===== config.mk =====
export PLATFORM = sky130hd
export DESIGN_NAME = mdu_divider
export DESIGN_NICKNAME = d
export VERILOG_FILES = /design/src/rtl/mdu_divider.sv
export SDC_FILE = /design/constraint.sdc
export NUM_CORES = 1
export LEC_CHECK = 0
export ABC_AREA = 0
export ABC_CLOCK_PERIOD_IN_PS = 2900
export CELL_PAD_IN_SITES_DETAIL_PLACEMENT = 2
export CELL_PAD_IN_SITES_GLOBAL_PLACEMENT = 2
export CORE_ASPECT_RATIO = 1.5
export CORE_MARGIN = 2
export CORE_UTILIZATION = 30
export CTS_CLUSTER_DIAMETER = 100
export CTS_CLUSTER_SIZE = 10
export DETAILED_ROUTE_END_ITERATION = 7
export PLACE_DENSITY_LB_ADDON = 0.1
export SETUP_SLACK_MARGIN = 0.15
export SYNTH_ARGS = -nofsm -noshare
export SYNTH_HDL_FRONTEND = slang
export SYNTH_SLANG_ARGS = --single-unit

===== constraint.sdc =====
create_clock -name i_clk -period 2.9 [get_ports i_clk]
set_input_delay 0.29 -clock i_clk [delete_from_list [all_inputs] [get_ports i_clk]]
set_output_delay 0.29 -clock i_clk [all_outputs]
set_load 0.02 [all_outputs]

===== src/rtl/mdu_divider.sv =====
// Iterative radix-2 restoring divider for DIV/DIVU: quotient goes to LO, remainder to HI.
// One quotient bit per cycle; sign correction and divide-by-zero override are applied in FIX.
module mdu_divider #(
  parameter int WIDTH = 32
) (
  input  logic             i_clk,
  input  logic             i_rst_n,
  input  logic             i_start,
  input  logic             i_signed,
  input  logic [WIDTH-1:0] i_dividend,
  input  logic [WIDTH-1:0] i_divisor,
  input  logic             i_cancel,
  output logic             o_busy,
  output logic             o_valid,
  output logic [WIDTH-1:0] o_quotient,
  output logic [WIDTH-1:0] o_remainder,
  output logic             o_div_by_zero
);

  localparam int CW = $clog2(WIDTH + 1);

  typedef enum logic [1:0] {IDLE, CALC, FIX, DONE} state_t;

  state_t           state, state_nxt;
  logic [WIDTH-1:0] rem, quo, dvs_mag, dvd_orig;
  logic             dvd_neg, dvs_neg, dvs_zero, sgn_mode;
  logic [CW-1:0]    cnt;

  logic [WIDTH-1:0] dvd_mag_in, dvs_mag_in;
  logic [WIDTH:0]   shifted, trial;
  logic [WIDTH-1:0] q_fix, r_fix;
  logic             accept;

  assign accept     = (state == IDLE) && i_start && !i_cancel;
  assign dvd_mag_in = (i_signed && i_dividend[WIDTH-1]) ? -i_dividend : i_dividend;
  assign dvs_mag_in = (i_signed && i_divisor[WIDTH-1])  ? -i_divisor  : i_divisor;

  // Partial remainder gains the next dividend bit from the top of quo.
  assign shifted = {rem, quo[WIDTH-1]};
  assign trial   = shifted - {1'b0, dvs_mag};

  always_comb begin
    q_fix = (sgn_mode && (dvd_neg ^ dvs_neg)) ? -quo : quo;
    r_fix = (sgn_mode && dvd_neg) ? -rem : rem;
    if (dvs_zero) begin
      q_fix = '1;
      r_fix = dvd_orig;
    end
  end

  always_comb begin
    state_nxt = state;
    unique case (state)
      IDLE: if (accept) state_nxt = CALC;
      CALC: begin
        if (i_cancel)                state_nxt = IDLE;
        else if (cnt == CW'(1))      state_nxt = FIX;
      end
      FIX:  state_nxt = i_cancel ? IDLE : DONE;
      DONE: state_nxt = IDLE;
      default: state_nxt = IDLE;
    endcase
  end

  assign o_busy  = (state != IDLE);
  assign o_valid = (state == DONE);

  always_ff @(posedge i_clk) begin
    if (!i_rst_n) begin
      state         <= IDLE;
      rem           <= '0;
      quo           <= '0;
      dvs_mag       <= '0;
      dvd_orig      <= '0;
      dvd_neg       <= 1'b0;
      dvs_neg       <= 1'b0;
      dvs_zero      <= 1'b0;
      sgn_mode      <= 1'b0;
      cnt           <= '0;
      o_quotient    <= '0;
      o_remainder   <= '0;
      o_div_by_zero <= 1'b0;
    end else begin
      state <= state_nxt;
      unique case (state)
        IDLE: if (accept) begin
          rem      <= '0;
          quo      <= dvd_mag_in;
          dvs_mag  <= dvs_mag_in;
          dvd_orig <= i_dividend;
          dvd_neg  <= i_signed & i_dividend[WIDTH-1];
          dvs_neg  <= i_signed & i_divisor[WIDTH-1];
          dvs_zero <= (i_divisor == '0);
          sgn_mode <= i_signed;
          cnt      <= CW'(WIDTH);
        end
        CALC: if (!i_cancel) begin
          rem <= trial[WIDTH] ? shifted[WIDTH-1:0] : trial[WIDTH-1:0];
          quo <= {quo[WIDTH-2:0], ~trial[WIDTH]};
          cnt <= cnt - CW'(1);
        end
        // A flush in FIX leaves the previously published results untouched.
        FIX: if (!i_cancel) begin
          o_quotient    <= q_fix;
          o_remainder   <= r_fix;
          o_div_by_zero <= dvs_zero;
        end
        default: ;
      endcase
    end
  end

endmodule


==> flow_summary.yaml <==
synthesis:
  syn_area_um2: 12300
  synth_seq_cells: 205
  yosysTopAreaCellShare: 0.334
  synthArstFlopShare: 0
  synthesis.nets: 1759
  ys_warn_count: 0
  ys.flop_type: "dfxtp_1"
  synth-edff-count: 0
  seq_area_frac_synth: 0.334
  synth_area_leaders: "dfxtp_1 33%, a21oi_1 8.9%, nand2_1 7.4%"
  avgSynthCellArea_um2: 7.45
  synth_top_cell_by_area: "dfxtp_1"
  synth_cell_types: 68
  synthCells: 1651
setup_path:
  crit_required_ns: 3.32
  critPathCaptureType: "register"
  startpoint_type: "register"
  critical_path_class: "register to register"
  crit_slowest_cell: "or4_1"
  r2r_cells: 11
  path_max_fanout: 3
  arrival_ns: 3.34
  crit_path_cell_trace: "buf_4 -> ha_4 -> nor2b_4 -> o31a_1 -> o211a_1 -> o21a_1 -> o21ai_2 -> or3_4 -> and4b_1 -> or4_1 -> a22o_1"
  r2r_setup_slack_ns: -0.02
  cpPeakStageDelay_ns: 0.46
sta:
  final-max-slew-violation-count: 0
  skew_ns: 0.0118
  hold_violations: 0
  timing.final.ws_setup_ns: -0.0170
  setup_viol: 1
  worstMarginPinSlew_ns: 0.662
  period_needed_ns: 2.92
  rsz0062_at_grt: "true"
  fmax_ghz: 0.343
  min_period_over_period: 1.01
  slew_headroom: 0.559
routing:
  vias: 12900
  drc: 0
  dr.first_iter.drc_count: 380
  wl_per_cell_um: 21.0
  ant_nets: 0
  wl_um: 50400
  firstDrtPassIters: 4
  viasPerCell: 5.36
layout:
  nets: 2006
  diodes: 0
  final_common_cell: "nand2_1"
  final_layout_size_suffix_gt1_frac: 0.171
  n_fill_cell: 4644
  areaGrowthSynthToFinish_pct: 34.7
  final_cell_mix: "241 x nand2_1, 206 x a21oi_1, 193 x dfxtp_1"
  stdcell_count: 2405
placement:
  dp_slack_ns: -0.226
  io_buffers: 135
  place_inst: 2363
  place.gp.congestion: 0.814
  post-dp-hpwl_um: 38300
floorplan:
  ios: 136
  core_um2: 40300
  fp.dieW_um: 169
  die_h_um: 252
  initial_core_util: 0.305
  num_rows: 90
  dieArea_um2: 42600
clock_network:
  hold_buffers: 0
  path_clk_slew_ns: 0.06
  cts-htree-levels: 1
  clock_latency_ns: 0.54
  root_buffer: "clkbuf_16"
  cts_tree: "yes"
  cts_inserted_buffers: 24
  cts_buffer_depth: 3
  cts_sinks: 205
pwr:
  power_frac_seq: 0.413
  p_int_uw: 5170
  cellPowerDensity_nw_per_um2: 440
  clkPwrFrac: 0.386
  irDropWorstVdd_mv: 0.341
  combPwrFrac: 0.201
  p_switching_uw: 2110
  p_sw_frac: 0.290
  p_leak_uw: 0.00629
status:
  violations: "negative setup slack"
  outcome: "finished with violations"
global_route:
  first_global_vias: 14200
  antenna_found_initial: 0
  grt_overflow_total: 0
  grt_pass1_wl_um: 78400
  grt_max_degree: 72
  grt.total_usage: 0.232
hold_path:
  whs_path_depth: 3
  hp-class: "input pin to register"
flow_run:
  drv_cap: 0
==> synthesized netlist by cell type, types with 4 or more instances <==
cell type / count
a211oi_1: 37
buf_2: 6
ha_1: 38
o21ai_1: 10
or3_1: 16
nor2_1: 150
o21ai_0: 141
a311oi_1: 6
a32oi_1: 6
xor2_1: 59
nor4_1: 13
a221oi_1: 4
mux2i_1: 21
xnor2_1: 83
or4_1: 13
nand2b_1: 15
o211ai_1: 10
buf_1: 11
a31oi_1: 11
or2_2: 5
nand2_1: 242
o21a_1: 10
o31ai_1: 22
a21oi_1: 219
nand4_1: 6
nor3_1: 40
nand3_1: 31
o41ai_1: 10
nor2b_1: 10
clkbuf_1: 80
dfxtp_1: 205
and2_1: 10
nor3b_1: 4
inv_1: 56
==> kinds of logic after synthesis <==
logic type | Yosys count | share of synthesized area
adder cells (fa/ha/maj) | 39 | 0.0403
XOR/XNOR | 142 | 0.101
AO/OA/AOI/OAI | 505 | 0.238
multiplexers | 23 | 0.0189
flip-flops | 205 | 0.334
buffers and inverters | 160 | 0.0523
AND/OR/NAND/NOR | 577 | 0.215
==> registers in the layout (all words and copies together), names as in the netlist <==
signal / cells
dvd_orig: 32
dvs_mag: 32
o_quotient: 32
o_remainder: 32
quo: 32
rem: 32
cnt: 6
state: 2
dvd_neg: 1
dvs_neg: 1
dvs_zero: 1
o_div_by_zero: 1
sgn_mode: 1
==> worst paths after layout <==
check                         startpoint                     endpoint
max                  rem[0]$_SDFFE_PN0P_         rem[31]$_SDFFE_PN0P_
min                        i_dividend[9]     dvd_orig[9]$_SDFFE_PN0P_
max reg2reg          rem[0]$_SDFFE_PN0P_         rem[31]$_SDFFE_PN0P_
min reg2reg  o_remainder[2]$_SDFFE_PN0P_  o_remainder[2]$_SDFFE_PN0P_
==> power by group through the flow <==
stage | Clock, uW | Combinational (uW) | Sequential (uW)
finish | 2810 | 1460 | 3010
global route | 3000 | 1610 | 3020
CTS | 2920 | 1420 | 3000
detailed placement | 0 | 1370 | 3060
global placement | 0 | 1330 | 3060
floorplan | 0 | 761 | 3030
==> stage by stage <==
| step | area, um^2 | setup TNS, ns | util | total power [uW] | hold WS [ns] |
|---|---|---|---|---|---|
| floorplan | 12300 | 0 | - | 3790 | 0.426 |
| global placement | 15300 | -2.81 | 0.379 | 4390 | 0.441 |
| detailed placement | 15300 | -4.68 | 0.379 | 4430 | 0.452 |
| CTS | 16200 | -0.678 | 0.402 | 7350 | 0.419 |
| global route | 16600 | -0.842 | 0.411 | 7630 | 0.448 |
| finish | 16600 | -0.0170 | 0.411 | 7280 | 0.441 |
==> per-layer routing <==
layer | global-route usage | share of wire | up-vias
met5 | 0 | 0 | -
met4 | 0.0996 | 0.045 | 0
met3 | 0.0187 | 0.019 | 85
met2 | 0.464 | 0.55 | 174
met1 | 0.243 | 0.38 | 6399
li1 | - | - | 6240
==> worst max-delay path, delay by kind of cell, from the launching register on <==
family	cells	cell delay (ns)
simple gates	4	1.22
compound gates	5	0.85
flops	1	0.33
fa+ha+maj	1	0.26
buf+inv	1	0.15
==> final cells by class <==
cell class / count / area (um^2) / area share
multi-input combinational: 1286 / 8010 / 0.484
inverter: 56 / 213 / 0.0128
sequential: 205 / 4120 / 0.249
clock inverter: 1 / 30.0 / 0.00181
tap: 506 / 633 / 0.0382
clock buffer: 26 / 629 / 0.0380
timing repair buffer: 325 / 2920 / 0.177
==> what timing repair did <==
item	4_1_cts	5_1_grt
gates resized for setup	64	64
pin swaps	21	22
setup buffers	10	4
setup endpoints to repair	36	39
cloned	1	0
No activity file was read; power rests on OpenSTA's default activity.
